===== src/rtl/prog_loader_pkg.sv =====
// Shared definitions for the host-side program loader: FSM encoding, byte width
// and default dump window.
package prog_loader_pkg;

    localparam int BYTE_W = 8;

    localparam logic [7:0] DEF_DUMP_BASE = 8'hF0;
    localparam int         DEF_DUMP_LEN  = 16;

    typedef enum logic [2:0] {
        ST_IDLE,
        ST_LOAD,
        ST_RUN,
        ST_DUMP_RD,
        ST_DUMP_WAIT,
        ST_DUMP_TX
    } ld_state_e;

endpackage


===== src/rtl/prog_loader_byte_skid_reg.sv =====
// One-entry valid/ready holding register; keeps the byte stable while the
// consumer stalls.
module byte_skid_reg
    import prog_loader_pkg::*;
(
    input  logic              clk,
    input  logic              rst,
    input  logic [BYTE_W-1:0] in_data,
    input  logic              in_valid,
    output logic              in_ready,
    output logic [BYTE_W-1:0] out_data,
    output logic              out_valid,
    input  logic              out_ready
);

    assign in_ready = !out_valid || out_ready;

    always_ff @(posedge clk or posedge rst) begin
        if (rst) begin
            out_valid <= 1'b0;
            out_data  <= '0;
        end else if (in_valid && in_ready) begin
            out_valid <= 1'b1;
            out_data  <= in_data;
        end else if (out_ready) begin
            out_valid <= 1'b0;
        end
    end

endmodule


===== src/rtl/prog_loader.sv =====
// Host-side loader: streams a length-prefixed program into RAM, releases the CPU,
// waits for finish (or watchdog), then returns a fixed RAM window to the host.
module prog_loader
    import prog_loader_pkg::*;
#(
    parameter int                ADDR_W    = 8,
    parameter int                RD_LAT    = 1,
    parameter logic [ADDR_W-1:0] DUMP_BASE = ADDR_W'(DEF_DUMP_BASE),
    parameter int                DUMP_LEN  = DEF_DUMP_LEN,
    parameter int unsigned       TIMEOUT   = 65535
) (
    input  logic              clk,
    input  logic              rst,
    input  logic [BYTE_W-1:0] rx_data,
    input  logic              rx_valid,
    output logic              rx_ready,
    output logic [BYTE_W-1:0] tx_data,
    output logic              tx_valid,
    input  logic              tx_ready,
    output logic [ADDR_W-1:0] mem_addr,
    output logic [BYTE_W-1:0] mem_wdata,
    output logic              mem_we,
    output logic              mem_re,
    input  logic [BYTE_W-1:0] mem_rdata,
    input  logic              finish,
    output logic              cpu_hold,
    output logic              busy,
    output logic              timeout_err
);

    ld_state_e         state;
    logic [8:0]        idx;
    logic [7:0]        last_idx;
    logic [31:0]       run_cnt;
    logic [RD_LAT:0]   vld_pipe;
    logic              skid_in_ready;
    logic              capture;
    logic [ADDR_W-1:0] dump_addr, dump_addr_nxt;

    // vld_pipe[0] is the read strobe itself; bit RD_LAT marks valid read data.
    assign mem_re        = vld_pipe[0];
    assign busy          = (state != ST_IDLE);
    assign capture       = (state == ST_DUMP_WAIT) && vld_pipe[RD_LAT];
    assign dump_addr     = DUMP_BASE + ADDR_W'(idx);
    assign dump_addr_nxt = DUMP_BASE + ADDR_W'(idx + 9'd1);

    byte_skid_reg u_tx (
        .clk       (clk),
        .rst       (rst),
        .in_data   (mem_rdata),
        .in_valid  (capture),
        .in_ready  (skid_in_ready),
        .out_data  (tx_data),
        .out_valid (tx_valid),
        .out_ready (tx_ready)
    );

    always_ff @(posedge clk or posedge rst) begin
        if (rst) begin
            state       <= ST_IDLE;
            cpu_hold    <= 1'b1;
            rx_ready    <= 1'b0;
            mem_we      <= 1'b0;
            mem_addr    <= '0;
            mem_wdata   <= '0;
            vld_pipe    <= '0;
            timeout_err <= 1'b0;
            idx         <= '0;
            last_idx    <= '0;
            run_cnt     <= '0;
        end else begin
            vld_pipe <= {vld_pipe[RD_LAT-1:0], 1'b0};
            mem_we   <= 1'b0;
            case (state)
                ST_IDLE: begin
                    rx_ready <= 1'b1;
                    if (rx_valid && rx_ready) begin
                        // length 0 wraps to last index 255, i.e. 256 bytes
                        last_idx    <= rx_data - 8'd1;
                        idx         <= '0;
                        timeout_err <= 1'b0;
                        state       <= ST_LOAD;
                    end
                end
                ST_LOAD: begin
                    if (!rx_ready) begin
                        // final write is on the port this cycle; release next
                        state    <= ST_RUN;
                        cpu_hold <= 1'b0;
                        run_cnt  <= '0;
                        idx      <= '0;
                    end else if (rx_valid) begin
                        mem_we    <= 1'b1;
                        mem_addr  <= ADDR_W'(idx);
                        mem_wdata <= rx_data;
                        idx       <= idx + 9'd1;
                        if (idx[7:0] == last_idx) rx_ready <= 1'b0;
                    end
                end
                ST_RUN: begin
                    if (finish || (TIMEOUT != 0 && run_cnt + 32'd1 == TIMEOUT)) begin
                        timeout_err <= !finish;
                        cpu_hold    <= 1'b1;
                        vld_pipe[0] <= 1'b1;
                        mem_addr    <= dump_addr;
                        state       <= ST_DUMP_RD;
                    end else begin
                        run_cnt <= run_cnt + 32'd1;
                    end
                end
                ST_DUMP_RD: state <= ST_DUMP_WAIT;
                ST_DUMP_WAIT: begin
                    if (capture && skid_in_ready) state <= ST_DUMP_TX;
                end
                ST_DUMP_TX: begin
                    if (tx_valid && tx_ready) begin
                        if (idx + 9'd1 == 9'(DUMP_LEN)) begin
                            state    <= ST_IDLE;
                            rx_ready <= 1'b1;
                        end else begin
                            idx         <= idx + 9'd1;
                            vld_pipe[0] <= 1'b1;
                            mem_addr    <= dump_addr_nxt;
                            state       <= ST_DUMP_RD;
                        end
                    end
                end
                default: state <= ST_IDLE;
            endcase
        end
    end

endmodule

===== config.mk =====
export PLATFORM = sky130hd
export DESIGN_NAME = prog_loader
export DESIGN_NICKNAME = d
export VERILOG_FILES = /design/src/rtl/prog_loader_pkg.sv /design/src/rtl/prog_loader_byte_skid_reg.sv /design/src/rtl/prog_loader.sv
export SDC_FILE = /design/constraint.sdc
export NUM_CORES = 1
export LEC_CHECK = 0
export BUFFER_PORTS_ARGS = -buffer_cell sky130_fd_sc_hd__buf_2
export CAP_MARGIN = 15
export CORE_MARGIN = 1.5
export CORE_UTILIZATION = 50
export DETAILED_ROUTE_END_ITERATION = 12
export GPL_TIMING_DRIVEN = 0
export PLACE_DENSITY_LB_ADDON = 0.05
export SYNTH_ARGS = -nofsm -noshare
export SYNTH_HDL_FRONTEND = slang
export SYNTH_HIERARCHICAL = 1
export SYNTH_SLANG_ARGS = --single-unit

===== constraint.sdc =====
create_clock -name clk -period 4.2 [get_ports clk]
set_input_delay 0.84 -clock clk [delete_from_list [all_inputs] [get_ports clk]]
set_output_delay 0.84 -clock clk [all_outputs]
set_load 0.03 [all_outputs]

==> results of run 1 <==
[power by group]
group / internal [mW] / switching [mW]
sequential: 0.991 / 0.149
clock: 0.236 / 0.318
combinational: 0.466 / 0.698
[through the flow]
stage / hold WS [ns] / worst slack (ns) / utilization / cell area (µm²)
floorplan: 0.469 / 1.35 / - / 5420
global placement: 0.359 / 0.500 / 0.561 / 5850
detailed placement: 0.357 / 0.798 / 0.564 / 5880
CTS: 0.385 / 0.777 / 0.582 / 6060
global route: 0.393 / 0.433 / 0.582 / 6060
finish: 0.374 / 0.744 / 0.582 / 6060
[cells by family after synthesis]
family,count (synthesis)
muxes,32
xor gates and xnor gates,31
buffers and inverters,54
and+or+nand+nor,270
AOI/OAI and AO/OA,114
DFF,83
adders and majority gates,6
[flip-flops by register name (all words and copies together), names as in the netlist, 2 cells and up]
signal,flops
state,3
u_tx/out_data,8
mem_addr,8
run_cnt,32
idx,9
vld_pipe,2
mem_wdata,8
last_idx,8
[layout by cell type, fill, tap and decap left out, types with 18 or more instances in the layout]
master,n
dfrtp_1,82
nand2_1,63
buf_2,57
nand3_1,48
o21ai_0,37
nor2_1,32
nor3_1,30
clkbuf_8,20
nand4_1,18
xnor2_1,18
[final timing paths]
kind / end / slack, ns / cells past startpoint
worst max register to register: run_cnt[25]$_DFFE_PP0P_ / 0.74 / 10
worst min-delay path: vld_pipe[1]$_DFF_PP0_ / 0.37 / 0
worst min register to register: vld_pipe[1]$_DFF_PP0_ / 0.37 / 0
max in group asynchronous: cpu_hold$_DFFE_PP1P_ / 3.14 / 3
min in group asynchronous: u_tx/out_data[5]$_DFFE_PP0P_ / 0.45 / 2
worst max-delay path: run_cnt[25]$_DFFE_PP0P_ / 0.74 / 10
[layer usage]
layer	GRT usage	up-vias	wire, µm
li1	-	2278	-
met1	0.306	2275	5770
met2	0.429	118	6730
met3	0.0444	28	579
met4	0.0962	0	297
met5	0	-	0
[area by class of cell]
class                           count  area, µm²  area share
Inverter                           12       47.5     0.00784
Multi-Input combinational cell    453       2990       0.493
Sequential cell                    83       2080       0.343
Tap cell                          136        170      0.0281
Clock buffer                       10        138      0.0227
Timing Repair Buffer               52        283      0.0466
Buffer                             42        308      0.0508
Clock inverter                      6       48.8     0.00805
==> results.sh, run 1 <==
export IMPL_status="completed"
export IMPL_syn_num_nets=617
export IMPL_hold_start="vld_pipe[0]$_DFF_PP0_"
export IMPL_clockBufferDepth=2
export IMPL_die_h_um=107
export IMPL_slowest_delay_ns=0.58
export IMPL_grt_pass1_wl_um=22500
export IMPL_min_period_ns=3.46
export IMPL_synth_compound_area_frac=0.147
export IMPL_synth_xor_area_frac=0.0501
export IMPL_die_width_um=107
export IMPL_die_area_mm2=0.0115
export IMPL_clk_pin_slew_ns=0.09
export IMPL_power_mw=2.86
export IMPL_cp_startpoint="run_cnt[1]$_DFFE_PP0P_"
export IMPL_layout_nets=680
export IMPL_grt_overflow=0
export IMPL_drv_slew=0
export IMPL_final_cells=794
export IMPL_crit_type="flip-flop to flip-flop"
export IMPL_numCtsBuffers=9
export IMPL_root_buffer="clkbuf_8"
export IMPL_netlist_area_leader_share=0.378
export IMPL_numClockSinks=83
export IMPL_layout_drive_gt1_share=0.226
export IMPL_dpl_hpwl_um=9850
export IMPL_path_buf_inv=1
export IMPL_synth_edff_count=0
export IMPL_nFillCells=943
export IMPL_synth_top_family_by_area="simple AND/OR/NAND/NOR gates"
export IMPL_rr_startpoint="run_cnt[1]$_DFFE_PP0P_"
export IMPL_cp_required_ns=4.50
export IMPL_yosys_area_share_simple=0.270
export IMPL_avgViaCountPerCell=5.92
export IMPL_area_growth_pct=11.8
export IMPL_antenna_found_initial=0
export IMPL_cts_setup_buffers=0
export IMPL_critPathArrivalTime_ns=3.76
export IMPL_ys_ff_latch=83
export IMPL_cp_slowest_cell="nor4_1"
export IMPL_port_buffers=51
export IMPL_cap_violations=0
export IMPL_min_path_type="flip-flop to flip-flop"
export IMPL_clock_skew_ns=0.0123
export IMPL_critPathTopFamily="simple AND/OR/NAND/NOR gates"
export IMPL_synthAdderAreaFrac=0.0138
export IMPL_cts_hold_buf=0
export IMPL_max_slew_margin=0.419
export IMPL_worstMarginPinSlew_ns=0.871
export IMPL_ioPinCount=52
export IMPL_cts_tree="built"
export IMPL_n_antenna_cell=0
export IMPL_yosysWarningCount=6
export IMPL_cp_max_fo=10
export IMPL_fmax_ghz=0.289
export IMPL_core_mm2=0.0104
export IMPL_synth_most_common_cell="dfrtp_1"
export IMPL_endpoint_kind="flip-flop"
export IMPL_synthMuxAreaShare=0.0704
export IMPL_grt_max_degree=48
export IMPL_post_place_cells=778
export IMPL_synth_area_leaders="dfrtp_1, nand3_1, nand2_1"
export IMPL_p_per_area_mw_per_mm2=471
export IMPL_cp_start_kind="flip-flop"
export IMPL_drcViolationCount=0
export IMPL_p_leak_nw=2.75
export IMPL_routed_wl_um=13400
export IMPL_hold_viol=0
export IMPL_ant_nets=0
export IMPL_rows=37
export IMPL_syn_area_per_cell_um2=9.19
export IMPL_synth_largest_area_cell="dfrtp_1"
export IMPL_setup_viol=0
export IMPL_initial_core_util=0.520
export IMPL_htreeDepth=3
export IMPL_drtIter0Drc=242
export IMPL_yosys_top_cells_count="dfrtp_1, nand2_1, nand3_1"
export IMPL_tns_ns=0
export IMPL_syn_inst=590
export IMPL_clock_latency_ns=0.36
export IMPL_fin_crit_sh=0.823
export IMPL_synthFlopType="dfrtp_1"
export IMPL_grt_pass1_vias=4679
export IMPL_synthArstFlopShare=1.00
export IMPL_cts_resized=0
export IMPL_ys_types=76
export IMPL_crit_chain="ha_1 > nand3_2 > nor4_1 > nand4_1 > a22o_2 > nor4_1 > nand3_2 > a21boi_4 > buf_2 > a21o_1"
export IMPL_vias=4699
export IMPL_peakVddDrop_v=0.000341
export IMPL_rsz0062_at_grt="false"
export IMPL_globalplace_congestion=0.932
export IMPL_grt_usage=0.248
export IMPL_firstDrtPassIters=5
export IMPL_syn_area_mm2=0.00542
export IMPL_wire_per_inst_um=16.9
export IMPL_seq_area_frac_synth=0.383
No activity file was read; power rests on OpenSTA's default activity.
==> inputs of run 2 (changes only) <==
clock period = 3.45 ns   (was 4.2 ns; I/O delays follow)
==> run 2 against run 1 <==
Net effect:
- via count increased by 1.0%
- combinational power increased by 23%
- register-to-register slack got worse by 0.51 ns
- design area increased by 0.83%
- routed wire length increased by 1.0%
- critical path type unchanged
- largest cell class unchanged
==> results.sh, run 2 (synthesis results as in run 1) <==
export IMPL_grt_max_degree=48
export IMPL_layout_nets=683
export IMPL_tns_ns=0
export IMPL_root_buffer="clkbuf_8"
export IMPL_cp_startpoint="run_cnt[1]$_DFFE_PP0P_"
export IMPL_layout_common_cells="dfrtp_1, nand2_1, buf_2, nand3_1, o21ai_0"
export IMPL_ant_nets=0
export IMPL_status="completed"
export IMPL_r2r_slack_ns=0.23
export IMPL_top_usage_layer="met2"
export IMPL_die_h_um=107
export IMPL_endpoint_kind="flip-flop"
export IMPL_largest_reg_flops=32
export IMPL_min_path_type="primary input to asynchronous set/reset pin"
export IMPL_final_cells=797
export IMPL_grt_usage=0.248
export IMPL_setup_viol=0
export IMPL_numCtsBuffers=9
export IMPL_fin_crit_sh=0.933
export IMPL_final_common_cell="dfrtp_1"
export IMPL_n_antenna_cell=0
export IMPL_drtIter0Drc=193
export IMPL_grt_util_met3=0.0444
export IMPL_fmax_ghz=0.311
export IMPL_ioPinCount=52
export IMPL_worstMarginPinSlew_ns=0.745
export IMPL_core_mm2=0.0104
export IMPL_endpoint="mem_addr[3]$_DFFE_PP0P_"
export IMPL_clock_latency_ns=0.36
export IMPL_critPathArrivalTime_ns=3.46
export IMPL_grt_pass1_vias=4679
export IMPL_max_slew_margin=0.501
export IMPL_clock_skew_ns=0.0105
export IMPL_power_mw=3.50
export IMPL_min_period_ns=3.22
export IMPL_cp_max_fo=10
export IMPL_firstDrtPassIters=5
export IMPL_cap_violations=0
export IMPL_area_growth_pct=12.8
export IMPL_drcViolationCount=0
export IMPL_htreeDepth=3
export IMPL_top_register="run_cnt"
export IMPL_post_place_cells=778
export IMPL_globalplace_congestion=0.932
export IMPL_avgViaCountPerCell=5.96
export IMPL_routed_wl_um=13500
export IMPL_numClockSinks=83
export IMPL_dpl_hpwl_um=9850
export IMPL_p_per_area_mw_per_mm2=573
export IMPL_drv_slew=0
export IMPL_cp_required_ns=3.69
export IMPL_rr_startpoint="run_cnt[1]$_DFFE_PP0P_"
export IMPL_vias=4748
export IMPL_final_area_mm2=0.00611
export IMPL_grt_pass1_wl_um=22500
export IMPL_cts_tree="built"
export IMPL_p_leak_nw=2.76
export IMPL_initial_core_util=0.520
export IMPL_clockBufferDepth=2
export IMPL_rows=37
export IMPL_peakVddDrop_v=0.000416
export IMPL_wire_per_inst_um=17.0
export IMPL_gr_usage_met1=0.306
export IMPL_clk_pin_slew_ns=0.09
export IMPL_port_buffers=51
export IMPL_met2_usage=0.429
export IMPL_layout_drive_gt1_share=0.234
export IMPL_top_regs="run_cnt x32, idx x9"
export IMPL_crit_type="flip-flop to flip-flop"
export IMPL_dpl_cell_area_mm2=0.00588
export IMPL_die_area_mm2=0.0115
export IMPL_rr_endpoint="mem_addr[3]$_DFFE_PP0P_"
export IMPL_cts_hold_buf=0
export IMPL_die_width_um=107
export IMPL_hold_viol=0
export IMPL_cp_start_kind="flip-flop"
export IMPL_r2r_worst_path_cells=9
export IMPL_antenna_found_initial=0
export IMPL_grt_overflow=0
-- run 2: how the worst min path moves through the flow --
stage               cells after the start                    start                            to  slack, ns
floorplan                               2  last_idx[0]$_DFFE_PP0P_       last_idx[0]$_DFFE_PP0P_       0.47
global placement                        0    vld_pipe[0]$_DFF_PP0_         vld_pipe[1]$_DFF_PP0_       0.36
detailed placement                      0    vld_pipe[0]$_DFF_PP0_         vld_pipe[1]$_DFF_PP0_       0.36
CTS                                     2                      rst  u_tx/out_data[6]$_DFFE_PP0P_       0.30
global route                            2                      rst  u_tx/out_data[6]$_DFFE_PP0P_       0.32
finish                                  2                      rst  u_tx/out_data[5]$_DFFE_PP0P_       0.30
-- run 2: stage by stage --
step	setup WS (ns)	utilization	hold WS, ns
3_3_place_gp	-0.0996	0.561	0.359
6_report	0.233	0.587	0.299
2_1_floorplan	0.601	-	0.469
5_1_grt	-0.00518	0.587	0.319
4_1_cts	0.0265	0.582	0.296
3_5_place_dp	0.0477	0.564	0.357
-- run 2: area by class of cell --
| cell class | instances | area [µm²] |
|---|---|---|
| fill | 948 | 4300 |
| multi-input combinational | 453 | 3020 |
| sequential | 83 | 2080 |
| buffer | 42 | 310 |
| timing repair buffer | 55 | 305 |
| tap | 136 | 170 |
| clock buffer | 10 | 138 |
| clock inverter | 6 | 48.8 |
| inverter | 12 | 47.5 |
-- run 2: layer usage --
layer | part of all wire | wire, µm
met1 | 0.42 | 5720
met2 | 0.51 | 6860
met5 | 0 | 0
met4 | 0.020 | 265
met3 | 0.050 | 677
-- run 2: critical path: stages, from the launching register on --
cell,delay [ns]
dfrtp_1,0.45
ha_1,0.31
nand3_4,0.18
or3_1,0.38
a2111oi_2,0.42
o211ai_1,0.16
nor4_2,0.26
nand3_2,0.21
a22oi_4,0.35
mux2_2,0.38
-- run 2: power breakdown --
group	switching (mW)	internal, mW
registers	0.185	1.21
clock network	0.393	0.288
logic	0.856	0.575
-- run 2: repair_timing --
item / CTS / global route
endpoints found under the setup margin: 0 / 36
gates resized for setup: 0 / 5
buffers inserted: 0 / 3
==> inputs of run 3 (changes only) <==
CORE_ASPECT_RATIO = 0.5   (was not set)
CORE_UTILIZATION = 60   (was 50)
==> run 3 against run 2 <==
Net effect:
- combinational power about the same
- non-clock buffer count decreased by 1
- clock power increased by 60%
- worst hold slack improved by 0.029 ns
- total power increased by 12%
- final cell count decreased by 2.5%
- via count increased by 0.25%
- critical path depth increased by 1
- largest cell class unchanged
- sequential power about the same
- highest routed layer unchanged
- clock skew decreased by 0.0044 ns
- utilization increased by 13 points
==> results.sh, run 3 (synthesis results as in run 1) <==
export IMPL_drtIter0Drc=405
export IMPL_min_path_type="primary input to asynchronous set/reset pin"
export IMPL_drv_slew=0
export IMPL_fmax_ghz=0.310
export IMPL_clockBufferDepth=2
export IMPL_wire_per_inst_um=17.3
export IMPL_clock_skew_ns=0.00600
export IMPL_cts_hold_buf=0
export IMPL_globalplace_congestion=0.899
export IMPL_htreeDepth=3
export IMPL_dpl_hpwl_um=9380
export IMPL_drcViolationCount=0
export IMPL_layout_drive_gt1_share=0.233
export IMPL_met2_usage=0.493
export IMPL_place_ws_ns=-0.0117
export IMPL_largest_reg_flops=32
export IMPL_grt_util_met3=0.0733
export IMPL_die_area_mm2=0.00965
export IMPL_nFillCells=654
export IMPL_endpoint_kind="flip-flop"
export IMPL_cap_violations=0
export IMPL_die_width_um=137
export IMPL_grt_usage=0.303
export IMPL_rsz0062_at_grt="false"
export IMPL_antenna_found_initial=0
export IMPL_cp_start_kind="flip-flop"
export IMPL_cts_tree="built"
export IMPL_initial_core_util=0.620
export IMPL_die_h_um=70.2
export IMPL_gr_usage_met1=0.406
export IMPL_max_slew_margin=0.408
export IMPL_ant_nets=0
export IMPL_fin_crit_sh=0.934
export IMPL_grt_max_degree=51
export IMPL_crit_type="flip-flop to flip-flop"
export IMPL_rows=24
export IMPL_top_register="run_cnt"
export IMPL_worstMarginPinSlew_ns=0.888
export IMPL_tns_ns=0
export IMPL_ioPinCount=52
export IMPL_port_buffers=51
export IMPL_status="completed"
export IMPL_p_leak_nw=2.86
export IMPL_cp_max_fo=10
export IMPL_setup_viol=0
export IMPL_vias=4760
export IMPL_numCtsBuffers=9
export IMPL_hold_viol=0
export IMPL_layout_common_cells="dfrtp_1, nand2_1, buf_2, nand3_1, o21ai_0"
export IMPL_grt_overflow=0
export IMPL_peakVddDrop_v=0.000526
export IMPL_final_common_cell="dfrtp_1"
export IMPL_root_buffer="clkbuf_16"
export IMPL_power_mw=3.94
export IMPL_postLayoutCoreUtil=0.715
export IMPL_critPathArrivalTime_ns=3.46
export IMPL_avgViaCountPerCell=6.13
export IMPL_routed_wl_um=13500
export IMPL_n_antenna_cell=0
export IMPL_p_per_area_mw_per_mm2=630
export IMPL_cp_required_ns=3.68
export IMPL_firstDrtPassIters=6
export IMPL_setup_slack_ns=0.228
export IMPL_area_growth_pct=15.3
export IMPL_top_regs="run_cnt x32, idx x9"
export IMPL_numClockSinks=83
export IMPL_min_period_ns=3.22
export IMPL_grt_pass1_wl_um=22700
export IMPL_clock_latency_ns=0.35
export IMPL_top_usage_layer="met2"
export IMPL_grt_pass1_vias=4593
export IMPL_core_mm2=0.00874
export IMPL_layout_nets=682
export IMPL_clk_pin_slew_ns=0.06
[run 3: changes by cell type in the layout (fill, tap and decap cells not counted), moves of 2 or more]
cell / before / now
clkinvlp_4: 3 / 1
clkbuf_8: 20 / 11
bufinv_16: 0 / 2
clkbuf_16: 0 / 9
buf_4: 8 / 6
[run 3: per-stage QoR]
step / hold slack (ns) / instance area (µm²) / instances
after floorplan: 0.469 / 5420 / 590
after global placement: 0.357 / 5820 / 758
after detailed placement: 0.373 / 5850 / 759
after CTS: 0.342 / 6190 / 775
after global routing: 0.368 / 6250 / 777
final: 0.328 / 6250 / 777
[run 3: repair_timing]
item                                    CTS  global route
endpoints found under the setup margin   28            28
resized for setup                         1             4
pin swaps                                 0             2
buffers inserted                          0             2
[run 3: critical path, stage by stage, from the launching register on]
cell       delay [ns]
dfrtp_1          0.44
ha_1             0.31
nand3_4          0.19
or3_1            0.37
a2111oi_2        0.40
o211ai_1         0.17
nor4_2           0.24
nand3_2          0.24
a22oi_4          0.25
buf_12           0.15
mux2_2           0.33
[run 3: where the power goes]
part / internal (mW) / switching (mW) / total, mW
clock: 0.663 / 0.427 / 1.09
sequential: 1.21 / 0.183 / 1.39
combinational: 0.592 / 0.867 / 1.46
total: 2.46 / 1.48 / 3.94
[run 3: metal layers]
metal | share of wire | vias up | wire length [µm]
li1 | - | 2285 | -
met3 | 0.067 | 27 | 909
met2 | 0.47 | 180 | 6270
met4 | 0.015 | 0 | 196
met5 | 0 | - | 0
met1 | 0.45 | 2268 | 6090
[run 3: layout make-up]
| class | count | area [µm²] | share of cell area |
|---|---|---|---|
| inverter | 12 | 47.5 | 0.00761 |
| multi-input combinational | 453 | 3030 | 0.484 |
| clock inverter | 6 | 96.3 | 0.0154 |
| timing repair buffer | 54 | 310 | 0.0496 |
| buffer | 42 | 308 | 0.0492 |
| sequential | 83 | 2080 | 0.332 |
| clock buffer | 10 | 239 | 0.0382 |
| tap | 117 | 146 | 0.0234 |
[run 3: final timing paths]
kind	from	end	cells after the start	slack, ns
setup / recovery	run_cnt[1]$_DFFE_PP0P_	mem_addr[2]$_DFFE_PP0P_	10	0.23
hold / removal	rst	run_cnt[11]$_DFFE_PP0P_	2	0.33
setup reg to reg	run_cnt[1]$_DFFE_PP0P_	mem_addr[2]$_DFFE_PP0P_	10	0.23
hold reg to reg	vld_pipe[0]$_DFF_PP0_	vld_pipe[1]$_DFF_PP0_	0	0.37
max in group asynchronous	rst	cpu_hold$_DFFE_PP1P_	3	2.53
min in group clk	vld_pipe[0]$_DFF_PP0_	vld_pipe[1]$_DFF_PP0_	0	0.37
